File: config.mk
export PLATFORM = sky130hd
export DESIGN_NAME = alu_arbiter
export DESIGN_NICKNAME = d
export VERILOG_FILES = /design/src/rtl/alu_arbiter.sv
export SDC_FILE = /design/constraint.sdc
export NUM_CORES = 1
export LEC_CHECK = 0
export CORE_AREA = 2 2 126 128
export DETAILED_ROUTE_END_ITERATION = 7
export DIE_AREA = 0 0 128 130
export GPL_ROUTABILITY_DRIVEN = 0
export GPL_TIMING_DRIVEN = 0
export PLACE_DENSITY_LB_ADDON = 0.08
export SETUP_SLACK_MARGIN = 0.02
export SYNTH_ARGS = -nofsm -noshare
export SYNTH_HDL_FRONTEND = slang
export SYNTH_SLANG_ARGS = --single-unit
File: constraint.sdc
create_clock -name clk -period 5 [get_ports clk]
set_input_delay 1.25 -clock clk [delete_from_list [all_inputs] [get_ports clk]]
set_output_delay 1.25 -clock clk [all_outputs]
set_load 0.02 [all_outputs]
File: src/rtl/alu_arbiter.sv
// alu_arbiter: two requesters share one combinational ALU, one operation in flight.
// Sequence per operation: IDLE (grant) -> EXEC (ALU driven, result captured) -> HOLD (response).
// Optional build macro: ALU_ARB_FIXED_PRIO_EN makes port 0 win every simultaneous request.
// Without it, a round-robin pointer starts at RESET_PTR.
//
// Handshake rules:
//   A request transfers in a cycle where both reqN_valid and reqN_ready are high.
//   reqN_ready is high only in IDLE.
//   A requester holds valid and payload stable until it sees ready.
//   A response transfers in a cycle where both rspN_valid and rspN_ready are high.
//   rspN_valid and rspN_data stay stable until that transfer happens.
//   rspN_ready is ignored while rspN_valid is low.
module alu_arbiter #(
  parameter logic RESET_PTR = 1'b0
) (
  input  logic        clk,
  input  logic        rst_n,
  input  logic        req0_valid,
  output logic        req0_ready,
  input  logic [31:0] req0_a,
  input  logic [31:0] req0_b,
  input  logic [8:0]  req0_op,
  input  logic        req1_valid,
  output logic        req1_ready,
  input  logic [31:0] req1_a,
  input  logic [31:0] req1_b,
  input  logic [8:0]  req1_op,
  output logic        rsp0_valid,
  input  logic        rsp0_ready,
  output logic [31:0] rsp0_data,
  output logic        rsp1_valid,
  input  logic        rsp1_ready,
  output logic [31:0] rsp1_data,
  output logic [31:0] alu1_data,
  output logic [31:0] alu2_data,
  output logic [2:0]  alu_funct3,
  output logic [4:0]  alu_funct5,
  output logic        alu_bit30,
  input  logic [31:0] alu_result,
  output logic [1:0]  state_o
);

  typedef enum logic [1:0] {
    IDLE = 2'd0,
    EXEC = 2'd1,
    HOLD = 2'd2
  } state_e;

  state_e      state_q;
  logic        gnt_id_q;
  logic [31:0] alu1_q;
  logic [31:0] alu2_q;
  logic [2:0]  funct3_q;
  logic [4:0]  funct5_q;
  logic        bit30_q;
  logic        rsp0_valid_q;
  logic        rsp1_valid_q;
  logic [31:0] rsp0_data_q;
  logic [31:0] rsp1_data_q;
  logic        gnt0;
  logic        gnt1;
  logic        rsp_done;
  logic        sel_ptr;

`ifdef ALU_ARB_FIXED_PRIO_EN
  // Port 0 always wins a simultaneous request; no pointer state exists.
  assign sel_ptr = 1'b0;
`else
  logic ptr_q;

  // Round-robin pointer: after each grant it points at the port that was not granted.
  always_ff @(posedge clk or negedge rst_n) begin
    if (!rst_n) begin
      ptr_q <= RESET_PTR;
    end else if (gnt0 || gnt1) begin
      ptr_q <= gnt0;
    end
  end

  assign sel_ptr = ptr_q;
`endif

  // Grant decision: only in IDLE; a lone request wins, a tie goes to sel_ptr.
  always_comb begin
    gnt0 = 1'b0;
    gnt1 = 1'b0;
    if (state_q == IDLE) begin
      if (req0_valid && req1_valid) begin
        gnt0 = ~sel_ptr;
        gnt1 = sel_ptr;
      end else if (req0_valid) begin
        gnt0 = 1'b1;
      end else if (req1_valid) begin
        gnt1 = 1'b1;
      end
    end
  end

  // The response completes when the granted port consumes it.
  assign rsp_done = gnt_id_q ? rsp1_ready : rsp0_ready;

  // Operation FSM: latch the payload on grant, capture the ALU result in EXEC,
  // and hold the response until it is consumed.
  always_ff @(posedge clk or negedge rst_n) begin
    if (!rst_n) begin
      state_q      <= IDLE;
      gnt_id_q     <= 1'b0;
      alu1_q       <= '0;
      alu2_q       <= '0;
      funct3_q     <= '0;
      funct5_q     <= '0;
      bit30_q      <= 1'b0;
      rsp0_valid_q <= 1'b0;
      rsp1_valid_q <= 1'b0;
      rsp0_data_q  <= '0;
      rsp1_data_q  <= '0;
    end else begin
      case (state_q)
        IDLE: begin
          if (gnt0 || gnt1) begin
            state_q  <= EXEC;
            gnt_id_q <= gnt1;
            alu1_q   <= gnt1 ? req1_a : req0_a;
            alu2_q   <= gnt1 ? req1_b : req0_b;
            bit30_q  <= gnt1 ? req1_op[8] : req0_op[8];
            funct5_q <= gnt1 ? req1_op[7:3] : req0_op[7:3];
            funct3_q <= gnt1 ? req1_op[2:0] : req0_op[2:0];
          end
        end
        EXEC: begin
          state_q      <= HOLD;
          rsp0_valid_q <= ~gnt_id_q;
          rsp1_valid_q <= gnt_id_q;
          rsp0_data_q  <= gnt_id_q ? 32'd0 : alu_result;
          rsp1_data_q  <= gnt_id_q ? alu_result : 32'd0;
          // Shared ALU inputs return to zero outside EXEC.
          alu1_q       <= '0;
          alu2_q       <= '0;
          funct3_q     <= '0;
          funct5_q     <= '0;
          bit30_q      <= 1'b0;
        end
        HOLD: begin
          if (rsp_done) begin
            state_q      <= IDLE;
            rsp0_valid_q <= 1'b0;
            rsp1_valid_q <= 1'b0;
            rsp0_data_q  <= '0;
            rsp1_data_q  <= '0;
          end
        end
        default: begin
          state_q <= IDLE;
        end
      endcase
    end
  end

  assign req0_ready = gnt0;
  assign req1_ready = gnt1;
  assign rsp0_valid = rsp0_valid_q;
  assign rsp1_valid = rsp1_valid_q;
  assign rsp0_data  = rsp0_data_q;
  assign rsp1_data  = rsp1_data_q;
  assign alu1_data  = alu1_q;
  assign alu2_data  = alu2_q;
  assign alu_funct3 = funct3_q;
  assign alu_funct5 = funct5_q;
  assign alu_bit30  = bit30_q;
  assign state_o    = state_q;

endmodule

==> impl_metrics.ini <==
[logic_synthesis]
yosys.area.top_type_share_pct = 58.5
synth_area_um2 = 6110
yosys.area.top_type = dfrtp_1
ys_ff_latch = 143
synth_edf_count = 0
synth_area_leaders = dfrtp_1 59%, a22o_1 9.2%, a221o_2 7.0%
yosysWarnings = 0
synth_top_flop_cell = dfrtp_1
ys_seq_area_share_pct = 58.5
syn_nets = 680
syn_area_per_cell_um2 = 12.3
synth_cell_type_count = 37
async_flop_share_pct = 100
synth_cells = 496

[sta]
layout_setup_ws_ns = 0.317
rsz0062_at_grt = no
worstMarginPinSlew_ns = 0.633
slew_viol_final = 0
holdWs_ns = 0.489
setup_violations = 0
fin_crit_ns = 4.68
fmax_mhz = 214
period_share_pct = 93.7
finalHoldViolCount = 0
relSlewSlack_pct = 57.8
final.setup_skew_ns = 0.00873

[worst_setup_path]
rr_startpoint = state_o[1]$_DFFE_PN0P_
worst_setup_path_end_kind = output pin
crit_arrival_ns = 3.43
critPathRequiredTime_ns = 3.75
cp_max_fo = 10
timing_worst_setup_path_type = primary input to output pin
crit_path_start = req0_valid
crit_path_start_kind = primary input

[outcome]
status = complete, no violations

[clock_network]
path_clk_slew_ns = 0.07
clock_latency_ns = 0.42
clockBufferDepth = 2
root_buffer = clkbuf_16
cts_tree = yes
htreeDepth = 4
clock_sinks = 143
cts_buffers = 17
cts_hold_repair.buffers = 0
cts_setup_buffers = 0
post_cts_resized = 0

[placed_design]
dp_worst_setup_slack_ns = 0.300
dpl.hpwl_um = 15700
numPortBuffers = 326
place_area_um2 = 9650

[route]
wl_um = 21200
vias = 5865
avgRoutedWirePerCell_um = 20.2
firstDrtPassIters = 4
postRouteAntennaNets = 0
drc = 0
via_per_inst = 5.60
drt_iter0_drc = 467

[global_routing]
grtUsageMet3_pct = 6.81
grt.busiest_layer = met2
use_met2_pct = 43.3
grt.met1_usage_pct = 31.1
grt_max_degree = 78
grt_pass1_vias = 6005
grt_pass1_wl_um = 32800
antenna_found_initial = 0
overflow = 0
grt_usage_pct = 25.4

[die]
dieArea_um2 = 16600
fp.dieH_um = 130
core_area_um2 = 15400
start_util_pct = 39.6
dieWidth_um = 128
num_io_pins = 327
fp-row-count = 46

[power]
total_power_w = 0.00664
pwr_density_cell_nw_per_um2 = 649
peakVddDrop_uv = 251
leakagePower_nw = 4.45

[cells_and_area]
finalInstanceArea_um2 = 10200
fin_util_pct = 66.3
area_growth_pct = 67.4
num-fill-cells = 1230
fin_nets = 1026
final_common_cell = clkdlybuf4s50_1
num_antenna_cells = 0
drive_above_1_share_pct = 13.7
final_cell_mix = 325 x clkdlybuf4s50_1, 143 x dfrtp_1, 64 x a22o_1

[min_path]
hold_start = rsp0_valid$_DFFE_PN0P_
hp-class = flop to flop

[run]
drv_cap = 0
power breakdown:
group          switching, W  internal (W)  leakage, nW
Clock              0.000530      0.000745        0.284
Combinational       0.00174       0.00165         2.31
Sequential         0.000305       0.00167         1.85
metal layers:
metal	up-vias	routed length, um	part of all wire, %
met4	0	560	2.6
li1	2636	-	-
met3	42	1430	6.7
met1	2933	8660	41
met2	254	10500	50
met5	-	0	0
synth_stat cells (2+ instances only):
cell type and number:
and3_1 44, a221o_2 38, a221o_1 6, a21o_1 2
or2_2 3, nor2_1 4, nand2b_1 2, nand3_1 44
buf_2 22, a22o_1 64, a21oi_1 7, o21ai_0 24
nor2b_1 2, buf_4 4, clkbuf_1 18, nor3_1 8
dfrtp_1 143, buf_1 2, a2111oi_0 7, buf_8 4
buf_6 5, nor4_1 7, o211ai_1 22
critical path: stages:
cell             delay, ns
clkdlybuf4s50_1       0.56
or3b_4                0.42
a21oi_4               0.38
buf_8                 0.20
clkdlybuf4s50_1       0.62
worst paths after layout:
check                                            endpoint  slack (ns)  cells past startpoint
worst max-delay path                           req0_ready        0.32                      5
worst min-delay path               rsp0_valid$_DFFE_PN0P_        0.49                      1
worst max register to register  alu2_data[18]$_DFFE_PN0P_        3.09                      6
worst min register to register     rsp0_valid$_DFFE_PN0P_        0.49                      1
max in group asynchronous       alu1_data[26]$_DFFE_PN0P_        3.35                      2
min in group asynchronous       rsp1_data[25]$_DFFE_PN0P_        0.83                      1
flip-flops by register name (all words and copies together), names as in the netlist, 2 cells and up:
signal and count:
alu2_data 32, alu_funct5 5, state_o 2, rsp0_data 32
alu_funct3 3, alu1_data 32, rsp1_data 32
per-stage QoR:
stage,std cells,setup TNS (ns)
2_1_floorplan,496,0
3_3_place_gp,1014,-418.01
3_5_place_dp,1015,0
4_1_cts,1047,0
5_1_grt,1047,0
6_report,1047,0
cell type report:
| type | instances | area [um^2] | share of cell area, % |
|---|---|---|---|
| repair buffers | 327 | 3290 | 32.2 |
| multi-input cells | 296 | 2190 | 21.4 |
| clock buffers | 18 | 429 | 4.19 |
| well taps | 192 | 240 | 2.35 |
| plain buffers | 56 | 337 | 3.29 |
| inverters | 1 | 3.75 | 0.0367 |
| flip-flops and latches | 143 | 3580 | 35.0 |
| clock inverters | 14 | 158 | 1.54 |
kinds of logic (layout without fill, tap and decap cells):
group	Yosys count	in the layout	synth area share, %
compound gates	173	173	24.2
flops	143	143	58.5
simple gates	122	122	11.6
buf+inv	57	416	5.57
mux	1	1	0.184
Note: power is estimated with default switching activity, not from simulation.
